--- config.mk ---
export PLATFORM = sky130hd
export DESIGN_NAME = uart_rx
export DESIGN_NICKNAME = d
export VERILOG_FILES = /design/src/rtl/uart_pkg.sv /design/src/rtl/sync_2ff.sv /design/src/rtl/uart_rx.sv
export SDC_FILE = /design/constraint.sdc
export NUM_CORES = 1
export LEC_CHECK = 0
export ABC_AREA = 1
export BUFFER_PORTS_ARGS = -buffer_cell sky130_fd_sc_hd__clkbuf_2
export CAP_MARGIN = 20
export CORE_MARGIN = 5
export CORE_UTILIZATION = 40
export DETAILED_ROUTE_END_ITERATION = 10
export PLACE_DENSITY = 0.55
export SYNTH_ARGS = -nofsm -noshare
export SYNTH_HDL_FRONTEND = slang
export SYNTH_SLANG_ARGS = --single-unit
--- constraint.sdc ---
create_clock -name i_clk -period 1.45 [get_ports i_clk]
set_clock_uncertainty 0.05 [all_clocks]
set_input_delay 0.2175 -clock i_clk [delete_from_list [all_inputs] [get_ports i_clk]]
set_output_delay 0.2175 -clock i_clk [all_outputs]
set_load 0.005 [all_outputs]
--- src/rtl/uart_pkg.sv ---
// Shared definitions for the UART receive path: frame constants, FSM encodings
// and the bit-period helper used to size the sampling counter.
package uart_pkg;

    localparam int DATA_BITS = 8;
    localparam int STOP_BITS = 1;

    typedef enum logic [2:0] {
        IDLE  = 3'd0,
        START = 3'd1,
        DATA  = 3'd2,
        STOP  = 3'd3,
        BREAK = 3'd4
    } rx_state_t;

    function automatic int clks_per_bit(input int clk_freq, input int baud);
        return clk_freq / baud;
    endfunction

endpackage

--- src/rtl/sync_2ff.sv ---
// Two-flop synchronizer for a single asynchronous input, with a selectable
// reset value so idle-high lines come out of reset in their idle state.
module sync_2ff #(
    parameter logic RESET_VAL = 1'b1
) (
    input  logic i_clk,
    input  logic i_rst,
    input  logic i_d,
    output logic o_q
);

    logic meta_q, meta_d;
    logic sync_q, sync_d;

    always_comb begin
        meta_d = i_d;
        sync_d = meta_q;
    end

    always_ff @(posedge i_clk or posedge i_rst) begin
        if (i_rst) begin
            meta_q <= RESET_VAL;
            sync_q <= RESET_VAL;
        end else begin
            meta_q <= meta_d;
            sync_q <= sync_d;
        end
    end

    assign o_q = sync_q;

endmodule

--- src/rtl/uart_rx.sv ---
// 8N1 UART receiver: mid-bit sampling with start-bit glitch rejection, a
// one-entry valid/ready output register, and framing/overrun error pulses.
module uart_rx
    import uart_pkg::*;
#(
    parameter int CLK_FREQ = 10000000,
    parameter int BAUD     = 9600
) (
    input  logic       i_clk,
    input  logic       i_rst,
    input  logic       i_in,
    output logic [7:0] o_data,
    output logic       o_valid,
    input  logic       i_ready,
    output logic       o_frame_err,
    output logic       o_overrun
);

    localparam int CLKS_PER_BIT = clks_per_bit(CLK_FREQ, BAUD);
    localparam int HALF_BIT     = CLKS_PER_BIT / 2;
    localparam int CNT_W        = $clog2(CLKS_PER_BIT) + 1;
    localparam int IDX_W        = $clog2(DATA_BITS);

    localparam logic [CNT_W-1:0] CNT_FULL = CNT_W'(CLKS_PER_BIT - 1);
    localparam logic [CNT_W-1:0] CNT_HALF = CNT_W'(HALF_BIT - 1);
    localparam logic [CNT_W-1:0] CNT_ONE  = CNT_W'(1);
    localparam logic [IDX_W-1:0] IDX_ONE  = IDX_W'(1);
    localparam logic [IDX_W-1:0] IDX_LAST = IDX_W'(DATA_BITS - 1);

    logic rx_s;

    rx_state_t            state_q, state_d;
    logic [CNT_W-1:0]     cnt_q, cnt_d;
    logic [IDX_W-1:0]     idx_q, idx_d;
    logic [DATA_BITS-1:0] shift_q, shift_d;
    logic [7:0]           data_q, data_d;
    logic                 valid_q, valid_d;
    logic                 frame_err_q, frame_err_d;
    logic                 overrun_q, overrun_d;
    logic                 deliver;

    sync_2ff #(
        .RESET_VAL (1'b1)
    ) u_sync_in (
        .i_clk (i_clk),
        .i_rst (i_rst),
        .i_d   (i_in),
        .o_q   (rx_s)
    );

    // Frame sequencing: the counter runs down to zero at each sample point.
    always_comb begin
        state_d     = state_q;
        cnt_d       = cnt_q;
        idx_d       = idx_q;
        shift_d     = shift_q;
        deliver     = 1'b0;
        frame_err_d = 1'b0;
        case (state_q)
            IDLE: begin
                if (!rx_s) begin
                    cnt_d   = CNT_HALF;
                    state_d = START;
                end
            end
            START: begin
                if (cnt_q == '0) begin
                    if (!rx_s) begin
                        cnt_d   = CNT_FULL;
                        idx_d   = '0;
                        state_d = DATA;
                    end else begin
                        state_d = IDLE;
                    end
                end else begin
                    cnt_d = cnt_q - CNT_ONE;
                end
            end
            DATA: begin
                if (cnt_q == '0) begin
                    shift_d[idx_q] = rx_s;
                    cnt_d          = CNT_FULL;
                    idx_d          = idx_q + IDX_ONE;
                    if (idx_q == IDX_LAST) begin
                        state_d = STOP;
                    end
                end else begin
                    cnt_d = cnt_q - CNT_ONE;
                end
            end
            STOP: begin
                if (cnt_q == '0) begin
                    if (rx_s) begin
                        deliver = 1'b1;
                        state_d = IDLE;
                    end else begin
                        frame_err_d = 1'b1;
                        state_d     = BREAK;
                    end
                end else begin
                    cnt_d = cnt_q - CNT_ONE;
                end
            end
            BREAK: begin
                if (rx_s) begin
                    state_d = IDLE;
                end
            end
            default: begin
                state_d = IDLE;
            end
        endcase
    end

    // A delivery fits if the register is empty or being drained this cycle.
    always_comb begin
        data_d    = data_q;
        valid_d   = valid_q;
        overrun_d = 1'b0;
        if (valid_q && i_ready) begin
            valid_d = 1'b0;
        end
        if (deliver) begin
            if (!valid_q || i_ready) begin
                data_d  = shift_q;
                valid_d = 1'b1;
            end else begin
                overrun_d = 1'b1;
            end
        end
    end

    always_ff @(posedge i_clk or posedge i_rst) begin
        if (i_rst) begin
            state_q     <= IDLE;
            cnt_q       <= '0;
            idx_q       <= '0;
            shift_q     <= '0;
            data_q      <= '0;
            valid_q     <= 1'b0;
            frame_err_q <= 1'b0;
            overrun_q   <= 1'b0;
        end else begin
            state_q     <= state_d;
            cnt_q       <= cnt_d;
            idx_q       <= idx_d;
            shift_q     <= shift_d;
            data_q      <= data_d;
            valid_q     <= valid_d;
            frame_err_q <= frame_err_d;
            overrun_q   <= overrun_d;
        end
    end

    assign o_data      = data_q;
    assign o_valid     = valid_q;
    assign o_frame_err = frame_err_q;
    assign o_overrun   = overrun_q;

endmodule

# After elaboration in Yosys (flattened, before gate mapping)
# Cells that the tools add are included.
# op_classes
eq_ne	14
order_cmp	2
addsub	2
n_reduce_logical	13
muxes	33
# ops
operator	count
2-to-1 mux 12 bit	5
case mux 12 bit (4 select lines)	1
2-to-1 mux 3 bit	10
case mux 3 bit (5 select lines)	1
inequality test 2 bit, second input constant	7
zero test 12 bit	1
2-to-1 mux 1 bit	12
subtractor 12 x 1 -> 12 bit, second input constant	1
bitwise mux 8 bit	1
AND reduction 4 bit	2
equality test 3 x 2 -> 1 bit, second input constant	2
equality test 3 bit, second input constant	2
case mux 3 bit (2 select lines)	1
AND reduction 6 bit	1
< comparator 3 x 4 -> 1 bit, second input constant	1
AND reduction 2 bit	2
nonzero test 4 bit	1
adder 3 x 1 -> 3 bit, second input constant	1
demux 1 bit (select 3 bit)	1
equality test 3 x 1 -> 1 bit, second input constant	1
greater-or-equal comparator 3 x 1 -> 1 bit, second input constant	1
zero test 3 bit	1
inequality test 3 bit, second input constant	1
logical AND 1 bit	2
other kinds (5)	5
# totals
out_inout_bits	11
in_bits	4
regBits	39
elab_cells	74

# Longest topological paths before layout
# depth
depth_word	5
ltp_mapped	10
depth_no_buf	10

# Hierarchy
# Synthesis repeated with hierarchy kept, for this count alone.
# unflattened
hier_cells	279
area_unflattened_um2	2138.3
# modules_own_cells
module	instances	area_per_inst_um2	seq_area_each_um2	cells_per_inst
uart_rx	1	2082.0	925.9	276
sync_2ff	1	56.3	52.6	3

# Worst setup path after synthesis
# No wires, ideal clock.
# synth_path
path_kind	register -> register
start	reg cnt_q[0]
end	reg data_q[0] (netlist: o_data[0])
slack_ns	-0.128
t_required_ns	1.277
arrival_time_ns	1.404
synth_period_minus_slack_ns	1.578
path_buffers	1
setup_ns	0.123
stages_incl_launch_ff	9
cell_sequence	dfrtp_1 -> inv_1 -> ha_1 -> nand2_1 -> nor2_8 -> nand4_2 -> buf_2 -> o21ai_0 -> nand2_1
# synth_via
elab_chain_len	4
# synth_rtl
item	line	source
from (decl)	uart_rx.sv:33	logic [CNT_W-1:0] cnt_q, cnt_d;
from (signal assigned)	uart_rx.sv:145	cnt_q <= cnt_d;
zero test 12 bit	uart_rx.sv:92	if (cnt_q == '0) begin
2-to-1 mux 1 bit	uart_rx.sv:92	
2-to-1 mux 1 bit	uart_rx.sv:59	case (state_q)
AND reduction 2 bit (no source line)	-	
to (signal assigned)	uart_rx.sv:148	data_q <= data_d;
to (decl)	uart_rx.sv:36	logic [7:0] data_q, data_d;
# Every way passes these cells.
# A chain may end at the register's enable or synchronous reset.

# Worst setup path after layout
# layout_path
start	reg cnt_q[2]
end	reg state_q[1]
# layout_via
elab_chain_len	3
elab_cells_between_ends	5
cone_classes	eq/ne (3); reduce/logical (2)
# layout_rtl
item	line	source
zero test 12 bit *	uart_rx.sv:67, uart_rx.sv:80, uart_rx.sv:92	
inequality test 2 bit (no source line)	-	
AND reduction 6 bit (no source line) *	-	
to (signal assigned)	uart_rx.sv:144	state_q <= state_d;
to (decl)	uart_rx.sv:32	rx_state_t state_q, state_d;
# Every way passes the cells marked *; elsewhere a longest branch is shown, timed or not.

==> run_results.csv <==
group,metric,value,unit
run_status,status,"finished with violations",
run_status,violated_checks,"negative setup slack",
placement,detailedPlace.worstSlack,-0.210,ns
synthesis,syn-instance-count,293,
clock_tree,root_buffer,"sky130_fd_sc_hd__clkbuf_8",
placement,placed_area,2700,sq um
critical_path,timing.critical_path.required,1.59,ns
clock_tree,tritoncts,"done",
power_and_ir_drop,design_power_total,0.00206,W
sta,setup_viols_final,34,
sta,min_period,1.58,ns
synthesis,synth.net_count,301,
synthesis,mean_instance_size_in_the_synthesized_netlist,7.45,sq um
global_route,grt_start_max_net_pins,40,
worst_hold_path,min_path_type,"reg -> reg",
floorplanning,die_width,83.9,um
synthesis,synth-seq-area-share,0.448,
critical_path,reg2reg_slack,-0.13,ns
sta,final-max-slew-violation-count,0,
floorplanning,core.rowCount,27,
critical_path,crit_path_start_kind,"flip-flop",
power_and_ir_drop,power_density,659,nW/um^2
sta,rsz_0062_raised_after_global_routing,"true",
critical_path,cp_slowest_cell,"sky130_fd_sc_hd__dfrtp_1",
layout,antenna-diode-count,0,
global_route,antenna_found_initial,0,
layout,finalNetCount,371,
floorplanning,initial_core_util,0.404,
layout,seq_area,978,sq um
sta,timing_hold_violations_final,0,
sta,worst_slack,-0.131,ns
clock_tree,clock_path_buffers,2,
layout,highest_count_cells_in_the_layout_ignoring_fill_and_taps,"sky130_fd_sc_hd__nand2_1, sky130_fd_sc_hd__buf_4, sky130_fd_sc_hd__dfrtp_1, sky130_fd_sc_hd__inv_1, sky130_fd_sc_hd__nor2_1",
critical_path,path_cells,"nor2_2, nand2_2, nor2_8, nand2_8, a21oi_4, nand2_2, nand2_1, nand2_1",
layout,fillers,501,
detailed_routing,routedWlPerCell,12.2,um
clock_tree,cts_inserted_buffers,5,
run,max_cap_violations,0,
floorplanning,core_area,5410,sq um
floorplanning,design.portCount,15,
placement,buffer_ports.inserted,14,
detailed_routing,avgViaCountPerCell,4.71,
critical_path,timing.critical_path.arrival,1.72,ns
floorplanning,die_height,83.9,um
detailed_routing,drtIter0Drc,84,
layout,stdcell_count,436,
detailed_routing,remaining_drc_errors,0,
synthesis,yosysUniqueCellTypes,29,
synthesis,ys_ff_latch,39,
layout,area_growth,43.4,%
power_and_ir_drop,max-vdd-ir-drop,0.000319,V
layout,final_common_cell,"sky130_fd_sc_hd__nand2_1",
placement,hpwl,3.78,mm
global_route,gr-usage-all-layers,0.164,
global_route,number_of_global_route_vias_before_repair,2040,
clock_tree,clk_latency,0.30,ns
sta,tightestPinTransition,0.363,ns
sta,portion_of_the_clock_cycle_consumed_by_the_worst_path_in_the_final_layout,1.09,
sta,max-slew-margin-rel,0.757,
detailed_routing,detailedRoute.firstPassIterationCount,4,
layout,design_area,3130,sq um
synthesis,syn_std_cell_area,2180,sq um
clock_tree,numClockSinks,39,
detailed_routing,ant_nets,0,
detailed_routing,route.vias.total,2053,
global_route,grt_pass1_wl,9.35,mm
layout,layout_cell_share_with_drive_strength_beyond_1,0.404,
critical_path,critical_path.endpoint_type,"flip-flop",
critical_path,crit_path_max_fanout,7,
detailed_routing,finalWirelength,5.34,mm
global_route,gr-total-overflow,0,
placement,place.detailed.instances,422,
placement,gp_congestion,0.832,
synthesis,synth_warnings,0,
sta,achievable-frequency,0.633,GHz
clock_tree,ctsHtreeMaxLevel,2,
critical_path,timing.critical_path.slowest_cell_delay,0.39,ns
clock_tree,clkSlewWorstSetupHoldPaths,0.08,ns
floorplanning,fp.dieArea,7040,sq um
power_and_ir_drop,static-leakage-power,1.61,nW
critical_path,critical_path_class,"reg -> reg",
layout,multiInputGateArea,1310,sq um
layout,final_util,0.579,
[final timing paths]
kind                                  start  cells past startpoint                to
min in group asynchronous             i_rst                      4          cnt_q[4]
setup reg to reg                   cnt_q[2]                      8        state_q[1]
hold / removal             u_sync_in.meta_q                      0     u_sync_in.o_q
setup / recovery                   cnt_q[2]                      8        state_q[1]
hold reg to reg            u_sync_in.meta_q                      0     u_sync_in.o_q
max in group asynchronous             i_rst                      4  u_sync_in.meta_q
[layer usage]
layer  part of all wire  global-route usage  vias up
li1                   -                   -     1077
met1               0.47               0.220      934
met2               0.47               0.262       34
met3              0.046              0.0375        8
met4              0.017              0.0556        0
met5                  0                   0        -
[power by group]
group | leakage, nW | switching [W] | internal (W)
clock | 0.0581 | 0.000400 | 0.000512
sequential | 0.497 | 0.00000180 | 0.00109
combinational | 1.06 | 0.0000373 | 0.0000181
total | 1.61 | 0.000439 | 0.00162
[what timing repair did]
item                                   in CTS  in global routing
gates resized for setup                    38                 46
cloned                                      1                  0
hold buffers                                2                  0
setup endpoints to repair                  37                 37
pin swaps                                  14                 22
setup buffers                               3                  1
endpoints found under the hold margin      38                  0
[critical path: cells and delay by family, from the launching register on]
kind	cells	cell delay [ns]
simple gates	7	0.83
flops	1	0.39
compound gates	1	0.20
[cell families (layout without fill, tap and decap cells)]
group / after synthesis / count (layout) / share of synthesized area
buffers and inverters: 40 / 110 / 0.0751
AO/OA/AOI/OAI: 35 / 35 / 0.0865
flip-flops: 39 / 39 / 0.448
AND/OR/NAND/NOR: 173 / 174 / 0.359
adder cells (fa/ha/maj): 4 / 4 / 0.0229
XOR/XNOR: 2 / 2 / 0.00802
[registers in the layout (all words and copies together) (netlist names)]
| signal | count |
|---|---|
| o_frame_err | 1 |
| o_data | 8 |
| idx_q | 3 |
| o_overrun | 1 |
| shift_q | 8 |
| u_sync_in.meta_q | 1 |
| cnt_q | 12 |
| u_sync_in.o_q | 1 |
| o_valid | 1 |
| state_q | 3 |
[Yosys cell counts (all sizes together)]
library cell | number | area [sq um]
buf | 2 | 16.3
xor2 | 2 | 17.5
nand4 | 7 | 50.1
o21bai | 1 | 7.51
dfstp | 2 | 52.6
or2 | 2 | 15.0
nor3 | 3 | 15.0
o21ai | 25 | 129
nand3 | 23 | 128
a21oi | 9 | 52.6
nand2 | 97 | 387
ha | 4 | 50.1
dfrtp | 37 | 926
nor2 | 41 | 190
inv | 38 | 148
[through the flow]
step                hold WS [ns]  TNS [ns]
detailed placement         0.224     -3.95
global route               0.318     -5.72
global placement           0.221     -3.26
finish                     0.308     -2.81
floorplan                  0.172   -0.0293
CTS                        0.301     -3.01
[area by class of cell]
class	count	share of cell area
Multi-Input combinational cell	215	0.418
Sequential cell	39	0.313
Timing Repair Buffer	64	0.154
Inverter	38	0.0512
Tap cell	72	0.0288
Clock buffer	5	0.0220
Clock inverter	3	0.0140
No activity file was read; power rests on OpenSTA's default activity.
